`src/rtl/lut_score_argmax.sv`:
```
// Sums 16 lookup values per candidate in a 4-stage adder tree and reports
// the highest-scoring candidate (lowest index on ties) at the end of each frame.
module lut_score_argmax #(
    parameter int DATAWIDTH = 2,
    parameter int CANDBITS  = 2,
    parameter int SUMWIDTH  = DATAWIDTH + 4
) (
    input  logic                 clk,
    input  logic                 rst,
    input  logic                 in_valid,
    input  logic                 in_last,
    input  logic [DATAWIDTH-1:0] val1,
    input  logic [DATAWIDTH-1:0] val2,
    input  logic [DATAWIDTH-1:0] val3,
    input  logic [DATAWIDTH-1:0] val4,
    input  logic [DATAWIDTH-1:0] val5,
    input  logic [DATAWIDTH-1:0] val6,
    input  logic [DATAWIDTH-1:0] val7,
    input  logic [DATAWIDTH-1:0] val8,
    input  logic [DATAWIDTH-1:0] val9,
    input  logic [DATAWIDTH-1:0] val10,
    input  logic [DATAWIDTH-1:0] val11,
    input  logic [DATAWIDTH-1:0] val12,
    input  logic [DATAWIDTH-1:0] val13,
    input  logic [DATAWIDTH-1:0] val14,
    input  logic [DATAWIDTH-1:0] val15,
    input  logic [DATAWIDTH-1:0] val16,
    output logic                 out_valid,
    output logic [CANDBITS-1:0]  best_idx,
    output logic [SUMWIDTH-1:0]  best_score,
    output logic                 busy
);
    localparam int NUMCAND = 1 << CANDBITS;
    localparam int STAGES  = 4;

    logic [15:0][SUMWIDTH-1:0] v0;
    logic [7:0][SUMWIDTH-1:0]  s1;
    logic [3:0][SUMWIDTH-1:0]  s2;
    logic [1:0][SUMWIDTH-1:0]  s3;
    logic [SUMWIDTH-1:0]       s4;

    logic [STAGES:1]               vld_pipe, fst_pipe, lst_pipe;
    logic [STAGES:1][CANDBITS-1:0] idx_pipe;

    logic [CANDBITS-1:0] cnt;
    logic                beat_first, beat_last;
    logic [CANDBITS-1:0] run_idx;
    logic [SUMWIDTH-1:0] run_score;
    logic                pend;

    assign v0[0]  = SUMWIDTH'(val1);
    assign v0[1]  = SUMWIDTH'(val2);
    assign v0[2]  = SUMWIDTH'(val3);
    assign v0[3]  = SUMWIDTH'(val4);
    assign v0[4]  = SUMWIDTH'(val5);
    assign v0[5]  = SUMWIDTH'(val6);
    assign v0[6]  = SUMWIDTH'(val7);
    assign v0[7]  = SUMWIDTH'(val8);
    assign v0[8]  = SUMWIDTH'(val9);
    assign v0[9]  = SUMWIDTH'(val10);
    assign v0[10] = SUMWIDTH'(val11);
    assign v0[11] = SUMWIDTH'(val12);
    assign v0[12] = SUMWIDTH'(val13);
    assign v0[13] = SUMWIDTH'(val14);
    assign v0[14] = SUMWIDTH'(val15);
    assign v0[15] = SUMWIDTH'(val16);

    // The last slot of a frame closes it even without in_last.
    assign beat_first = (cnt == '0);
    assign beat_last  = in_last || (cnt == CANDBITS'(NUMCAND - 1));

    // Sum datapath carries no reset; only the tags decide what is live.
    always_ff @(posedge clk) begin
        for (int i = 0; i < 8; i++) s1[i] <= v0[2*i] + v0[2*i+1];
        for (int i = 0; i < 4; i++) s2[i] <= s1[2*i] + s1[2*i+1];
        for (int i = 0; i < 2; i++) s3[i] <= s2[2*i] + s2[2*i+1];
        s4 <= s3[0] + s3[1];
    end

    always_ff @(posedge clk) begin
        if (rst) begin
            vld_pipe <= '0;
            fst_pipe <= '0;
            lst_pipe <= '0;
            idx_pipe <= '0;
            cnt      <= '0;
        end else begin
            vld_pipe <= {vld_pipe[STAGES-1:1], in_valid};
            fst_pipe <= {fst_pipe[STAGES-1:1], in_valid & beat_first};
            lst_pipe <= {lst_pipe[STAGES-1:1], in_valid & beat_last};
            idx_pipe <= {idx_pipe[STAGES-1:1], cnt};
            if (in_valid)
                cnt <= beat_last ? '0 : cnt + CANDBITS'(1);
        end
    end

    always_ff @(posedge clk) begin
        if (rst) begin
            run_idx    <= '0;
            run_score  <= '0;
            pend       <= 1'b0;
            out_valid  <= 1'b0;
            best_idx   <= '0;
            best_score <= '0;
        end else begin
            pend <= vld_pipe[STAGES] & lst_pipe[STAGES];
            // Strict compare keeps the earlier index on ties.
            if (vld_pipe[STAGES] && (fst_pipe[STAGES] || s4 > run_score)) begin
                run_idx   <= idx_pipe[STAGES];
                run_score <= s4;
            end
            out_valid <= pend;
            if (pend) begin
                best_idx   <= run_idx;
                best_score <= run_score;
            end
        end
    end

    assign busy = (cnt != '0) | (|vld_pipe) | pend | out_valid;

endmodule

```
`config.mk`:
```
export PLATFORM = sky130hd
export DESIGN_NAME = lut_score_argmax
export DESIGN_NICKNAME = d
export VERILOG_FILES = /design/src/rtl/lut_score_argmax.sv
export SDC_FILE = /design/constraint.sdc
export NUM_CORES = 1
export LEC_CHECK = 0
export ABC_AREA = 1
export ABC_CLOCK_PERIOD_IN_PS = 3500
export CAP_MARGIN = 30
export CORE_MARGIN = 4
export CORE_UTILIZATION = 59
export DETAILED_ROUTE_END_ITERATION = 8
export GPL_ROUTABILITY_DRIVEN = 0
export PLACE_DENSITY = 0.94
export REMOVE_ABC_BUFFERS = 1
export SLEW_MARGIN = 5
export SYNTH_ARGS = -nofsm -noshare
export SYNTH_HDL_FRONTEND = slang
export SYNTH_SLANG_ARGS = --single-unit
```
`constraint.sdc`:
```
create_clock -name clk -period 3.5 [get_ports clk]
set_input_delay 0.7 -clock clk [delete_from_list [all_inputs] [get_ports clk]]
set_output_delay 0.7 -clock clk [all_outputs]
set_load 0.05 [all_outputs]
```
# Yosys cells after proc, flatten, opt, wreduce, memory -nomap -nowiden
# Cells that the tools add are included.
[totals]
ff_bits = 106
wordCells = 60
in_bits = 36
mem_bits_ro = 0
latch_bits = 0
output_inout_bits = 10
ramBits = 0
n_memories = 0
[classes]
n_mux = 1
n_mul = 0
div = 0
n_reduce_logical = 6
shifts = 0
bitwise = 6
magnitude_cmp = 1
n_eq_ne = 1
add_sub_neg = 16
[ops]
columns = ["op", "n"]
rows = [
  ["$add 2x2->3", 8],
  ["$add 6x6->6", 3],
  ["$add 3x3->4", 4],
  ["$gt 6x6->1", 1],
  ["$reduce_or 4->1", 1],
  ["$and 1x1->1", 3],
  ["$or 1x1->1", 3],
  ["$add 2x1->2 const B", 1],
  ["$eq 2x2->1 const B", 1],
  ["$logic_not 2->1", 1],
  ["$logic_or 1x1->1", 2],
  ["$mux 2", 1],
  ["$reduce_bool 2->1", 1],
  ["$logic_and 1x1->1", 1],
]

# Longest topological paths before layout
# Gate-level depths: netlist of the first run.
[logic_depth]
depth_word = 4
depth_mapped = 13
depth_no_buf = 12

# Worst setup path after synthesis of the first run
# OpenSTA, ideal clock, no wires.
[synth_timing]
path_kind = "register to output"
startpoint = "reg vld_pipe[4] (netlist name)"
endpoint = "out busy"
setup_slack_ns = 1.630
path_stages_with_launch = 5
arrival_ns = 1.170
required_ns = 2.800
path_buffers = 2
cell_sequence = "dfxtp_1 buf_2 buf_8 nor2_1 nand4_1"
[synth_between]
elab_chain_cells = 4
[synth_rtl]
columns = ["item", "line", "rtl"]
rows = [
  ["start, declared", "42", "logic [STAGES:1] vld_pipe, fst_pipe, lst_pipe;"],
  ["start signal, assigned", "88", "vld_pipe <= {vld_pipe[STAGES-1:1], in_valid};"],
  ["$reduce_or 4->1", "120", "assign busy = (cnt != '0) | (|vld_pipe) | pend | out_valid;"],
  ["$or 1x1->1 (3 in a row)", "120", ""],
  ["end, declared", "31", "output logic busy"],
]
# No other way between the ends.

# Worst setup path in the final report of the first run
[layout_timing]
startpoint = "reg pend"
endpoint = "out busy"
[layout_between]
elab_chain_cells = 2
[layout_rtl]
columns = ["item", "line", "rtl"]
rows = [
  ["start, declared", "49", "logic pend;"],
  ["start signal, assigned", "106", "pend <= vld_pipe[STAGES] & lst_pipe[STAGES];"],
  ["$or 1x1->1 (2 in a row)", "120", ""],
]
# No other way between the ends.

==> out/results.ini, run 1 <==
[synthesis]
ys.warnings.count=0
postSynthAreaPerCell_um2=10.6
ys_types=27
synth_top_area_share_pct=51.4
yosys.area_share.simple_pct=11.3
syn-cell-area_um2=3740
synth_area_leaders=dfxtp_1 51%, ha_1 14%, fa_1 8.0%, inv_1 5.4%, nor2_1 3.5%
synthAdderAreaFrac_pct=21.7
synth_top_family_by_area=adder cells
ys_ff_latch=96
synthArstFlopShare_pct=0
synth_seq_area_share_pct=51.4
synth_edf_count=0
synthFlopType=dfxtp_1
synth_area_leader_cell=dfxtp_1
synth-compound-area-share_pct=5.95
synthMuxAreaShare_pct=0
syn_inst=352
synth_xor_xnor_area_share_pct=2.58

[sta]
finalSetupTns_ps=0
finalMaxSlewViolations=0
finalSetupViolations=0
finalCriticalPeriod_ps=2770
worst_slew_pin_slew_ps=769
fin_crit_sh_pct=79.1
finClkSkew_ps=8.64
layout_setup_ws_ps=733
fmax_ghz=0.361
holdWs_ps=407
slew_headroom_pct=48.6
hold_viol=0
rsz0062_at_grt=false

[detailed_routing]
wl_per_cell_um=12.1
routed_via_density=4.94
drtIter0Drc=83
vias=2376
antenna_left=0
drc_errors=0
firstDrtPassIters=4
routed_wl_um=5800

[clock_tree]
post_cts_resized=0
numCtsBuffers=9
clock_latency_ps=360
cts_root_buffer=clkbuf_8
post_cts_buffers=0
clk_pin_slew_worst_paths_ps=90
clock-sinks=96
ctsHoldBuffers=0
htreeDepth=3
cts_tree=yes
cts_max_path_buffers=2

[worst_setup_path]
critPathLaunch=pend
crit_path_end_kind=output pin
cp-endpoint=busy
timing_worst_setup_path_type=flip-flop to output pin
r2r_end=run_score[1]
critPathRequiredTime_ps=2800
crit_path_max_fanout=14
r2r_start=run_score[5]
cp-start-kind=flip-flop
cp.arrival_ps=2070
r2r_cells=11
reg2reg_setup_slack_ps=1830

[place]
hpwlAfterDp_um=4490
placed_cell_area_um2=4230
post-place-ws_ps=1130
io_buffer_count=45

[grt]
grt_use_total_pct=17.2
grt-ovfl-total=0
grt_max_degree=24
grt_pass1_vias=2513
antenna_found_initial=0
grt_first_pass_wirelength_um=10100

[pwr]
total_power_mw=2.89
power.density_nw_per_um2=653
peakVddDrop_mv=0.374
p_leak_nw=1.98

[cells_and_area]
stdcell_area_um2=4430
nets=494
antenna_cells=0
drive_gt1_share_pct=9.11
area_growth_pct=18.3

[min_path]
hp-start=idx_pipe[4]
hold_class=flip-flop to flip-flop

[die]
initial_utilization_pct=62.1
die_area_um2=7680
rows=28
ios=46
die_w_um=87.6
die_h_um=87.6
coreArea_um2=6030

[job]
maxCapViolCount=0

[run_status]
status=complete, no violations

[layout by cell type (no fill, tap or decap), types with 3 or more instances in the layout]
master,instances
dfxtp_1,96
inv_1,54
clkdlybuf4s50_1,45
ha_1,41
nor2_1,35
nand2_1,25
a21oi_1,17
nand3_1,16
fa_1,15
clkbuf_8,9
a21oi_2,8
xor2_1,7
o21ai_1,5
xnor2_1,4
nand2_2,4
nand3_2,4
o21ai_0,3
[metrics by stage]
stage / utilization (%) / cells
3_5_place_dp: 70.3 / 466
6_report: 73.5 / 481
4_1_cts: 73.5 / 481
3_3_place_gp: 70.3 / 466
5_1_grt: 73.5 / 481
2_1_floorplan: - / 345
[cell type report]
class / count / area [um2]
fill: 414 / 1600
tap: 75 / 93.8
sequential: 96 / 1920
clock inverter: 6 / 68.8
clock buffer: 9 / 124
multi-input combinational: 194 / 1550
inverter: 55 / 206
timing repair buffer: 46 / 458
[cell usage after synthesis, types with 2 or more instances]
cell,count
a32o_1,2
o21ai_1,5
nor2_1,35
a21oi_1,17
a21oi_2,8
buf_2,4
nor3_1,2
o21ai_0,3
xor2_1,7
dfxtp_1,96
inv_1,54
nand2_1,25
fa_1,15
ha_1,41
nand3_1,16
nor2_2,2
nand2_2,4
nand3_2,4
xnor2_1,4
[kinds of logic after synthesis]
| kind of cell | after synthesis |
|---|---|
| adder cells (fa/ha/maj) | 56 |
| AO/OA/AOI/OAI | 36 |
| XOR/XNOR | 11 |
| flip-flops | 96 |
| buffers and inverters | 62 |
| AND/OR/NAND/NOR | 91 |
[sequential cells by signal, summed over array words and instances, names as in the netlist]
signal and count:
s4 6, s2 16, idx_pipe 8, cnt 2
pend 1, s3 10, best_idx 2, fst_pipe 4
out_valid 1, best_score 6, lst_pipe 4, vld_pipe 4
run_score 6, s1 24, run_idx 2
[worst min-delay path by stage]
stage / slack [ps] / cells past startpoint / end
global route: 430 / 2 / idx_pipe[3]
finish: 410 / 2 / idx_pipe[6]
CTS: 410 / 2 / idx_pipe[6]
global placement: 390 / 2 / idx_pipe[3]
detailed placement: 400 / 2 / idx_pipe[6]
floorplan: 390 / 2 / fst_pipe[2]
[critical path, stage by stage, from the launching register on]
cell and delay, ps:
dfxtp_1 560, inv_1 180, nand4_1 150, clkdlybuf4s50_1 810
[metal layers]
layer,vias up,GRT usage [%],routed length (um)
met1,1107,17.5,2240
li1,1206,-,-
met5,-,0,0
met3,16,4.23,254
met4,0,9.07,170
met2,47,32.1,3140
[report_power, final]
part | internal [mW] | switching [mW]
sequential | 1.30 | 0.0935
clock | 0.330 | 0.378
combinational | 0.347 | 0.447
total | 1.97 | 0.919
(Power assumes the default switching activity.)
==> inputs of run 2 (changes only) <==
--- a/config.mk
+++ b/config.mk
@@ -6,13 +6,13 @@
 export NUM_CORES = 1
 export LEC_CHECK = 0
 export ABC_AREA = 1
-export ABC_CLOCK_PERIOD_IN_PS = 3500
+export ABC_CLOCK_PERIOD_IN_PS = 2750
 export CAP_MARGIN = 30
 export CORE_MARGIN = 4
-export CORE_UTILIZATION = 59
+export CORE_UTILIZATION = 55
 export DETAILED_ROUTE_END_ITERATION = 8
 export GPL_ROUTABILITY_DRIVEN = 0
-export PLACE_DENSITY = 0.94
+export PLACE_DENSITY = 0.89
 export REMOVE_ABC_BUFFERS = 1
 export SLEW_MARGIN = 5
 export SYNTH_ARGS = -nofsm -noshare
==> constraint.sdc (replaced) <==
create_clock -name clk -period 2.75 [get_ports clk]
set_input_delay 0.55 -clock clk [delete_from_list [all_inputs] [get_ports clk]]
set_output_delay 0.55 -clock clk [all_outputs]
set_load 0.05 [all_outputs]
==> out/results.ini, run 2 (synthesis results as in run 1) <==
[place]
placed_cell_area_um2=4250
hpwlAfterDp_um=4370
io_buffer_count=45

[clock_tree]
cts_max_path_buffers=2
clk_pin_slew_worst_paths_ps=110
ctsHoldBuffers=0
cts_root_buffer=clkbuf_8
post_cts_buffers=0
htreeDepth=3
clock_latency_ps=360
numCtsBuffers=9
clock-sinks=96
post_cts_resized=0
cts_tree=yes

[sta]
hold_viol=0
finalMaxSlewViolations=0
fmax_ghz=0.411
worst_slew_pin_slew_ps=537
slew_headroom_pct=64.1
finalSetupViolations=0
finClkSkew_ps=12.2
finalSetupTns_ps=0
fin_crit_sh_pct=88.6
rsz0062_at_grt=false
finalCriticalPeriod_ps=2440

[worst_setup_path]
cp-start-kind=flip-flop
cpPeakStageDelay_ps=800
crit_path_end_kind=output pin
critPathRequiredTime_ps=2200
worst_path_max_delay_cell=clkdlybuf4s50_1
crit_path_max_fanout=3
path_cells=inv_1 > ha_1 > nand4_1 > clkdlybuf4s50_1
timing_worst_setup_path_type=flip-flop to output pin
cp.arrival_ps=1890

[grt]
grt_max_degree=19
use_met1_pct=15.5
grt_use_total_pct=15.3
grt_pass1_vias=2438
grt-ovfl-total=0
grt_use_met2_pct=29.3
busiest_layer=met2
grt_use_met3_pct=3.83
grt_first_pass_wirelength_um=10100
antenna_found_initial=0

[detailed_routing]
firstDrtPassIters=4
vias=2344
drtIter0Drc=73
antenna_left=0
routed_wl_um=5800
routed_via_density=4.82
wl_per_cell_um=11.9
drc_errors=0

[cells_and_area]
layout_commonest_cell=dfxtp_1
stdcell_area_um2=4440
nets=496
area_growth_pct=18.7
n_fill_cell=499
antenna_cells=0
drive_gt1_share_pct=9.78
post-route-util_pct=68.8
top_register=s1
largest_reg_flops=24
final_cell_mix=96 x dfxtp_1, 54 x inv_1, 45 x clkdlybuf4s50_1, 41 x ha_1, 35 x nor2_1
largest_registers=s1 (24), s2 (16), s3 (10)

[pwr]
peakVddDrop_mv=0.509
power.density_nw_per_um2=830
p_leak_nw=1.98

[die]
initial_utilization_pct=57.9
ios=46
die_w_um=90.5
rows=29
die_area_um2=8190
die_h_um=90.5
coreArea_um2=6460

[job]
maxCapViolCount=0

[run_status]
status=complete, no violations

[min_path]
hold_class=flip-flop to flip-flop

-- run 2: final timing paths --
check	from	endpoint	slack [ps]	cells past startpoint
min reg2reg	lst_pipe[2]	lst_pipe[3]	400	2
max reg2reg	run_score[5]	run_score[1]	1110	11
max	cnt[0]	busy	310	4
min	lst_pipe[2]	lst_pipe[3]	400	2
-- run 2: routing by layer --
metal,part of all wire [%],vias up
li1,-,1208
met1,40,1079
met2,54,50
met3,4.3,7
met4,1.6,0
met5,0,-
-- run 2: through the flow --
step	std cells	hold WS (ps)	setup WS (ps)	total power, mW
6_report	486	399	314	3.68
4_1_cts	486	413	288	3.73
2_1_floorplan	345	388	971	2.55
3_5_place_dp	470	401	695	2.85
3_3_place_gp	470	389	738	2.75
5_1_grt	486	431	227	3.96
-- run 2: final cells by class --
cell class | count | area (um2) | area share (%)
tap | 77 | 96.3 | 2.17
clock inverter | 7 | 65.1 | 1.47
clock buffer | 9 | 124 | 2.79
sequential | 96 | 1920 | 43.3
timing repair buffer | 48 | 473 | 10.7
inverter | 55 | 206 | 4.65
multi-input combinational | 194 | 1550 | 35.0
-- run 2: power breakdown --
| group | switching [mW] | internal [mW] | leakage, nW | total (mW) |
|---|---|---|---|---|
| Sequential | 0.124 | 1.65 | 0.796 | 1.77 |
| Clock | 0.520 | 0.349 | 0.0874 | 0.869 |
| Combinational | 0.589 | 0.453 | 1.10 | 1.04 |
-- run 2: critical path: cells and delay by family, from the launching register on --
family                     cells  cell delay (ps)
adders and majority gates      1              220
buffers and inverters          2              870
DFF                            1              350
and+or+nand+nor                1               90
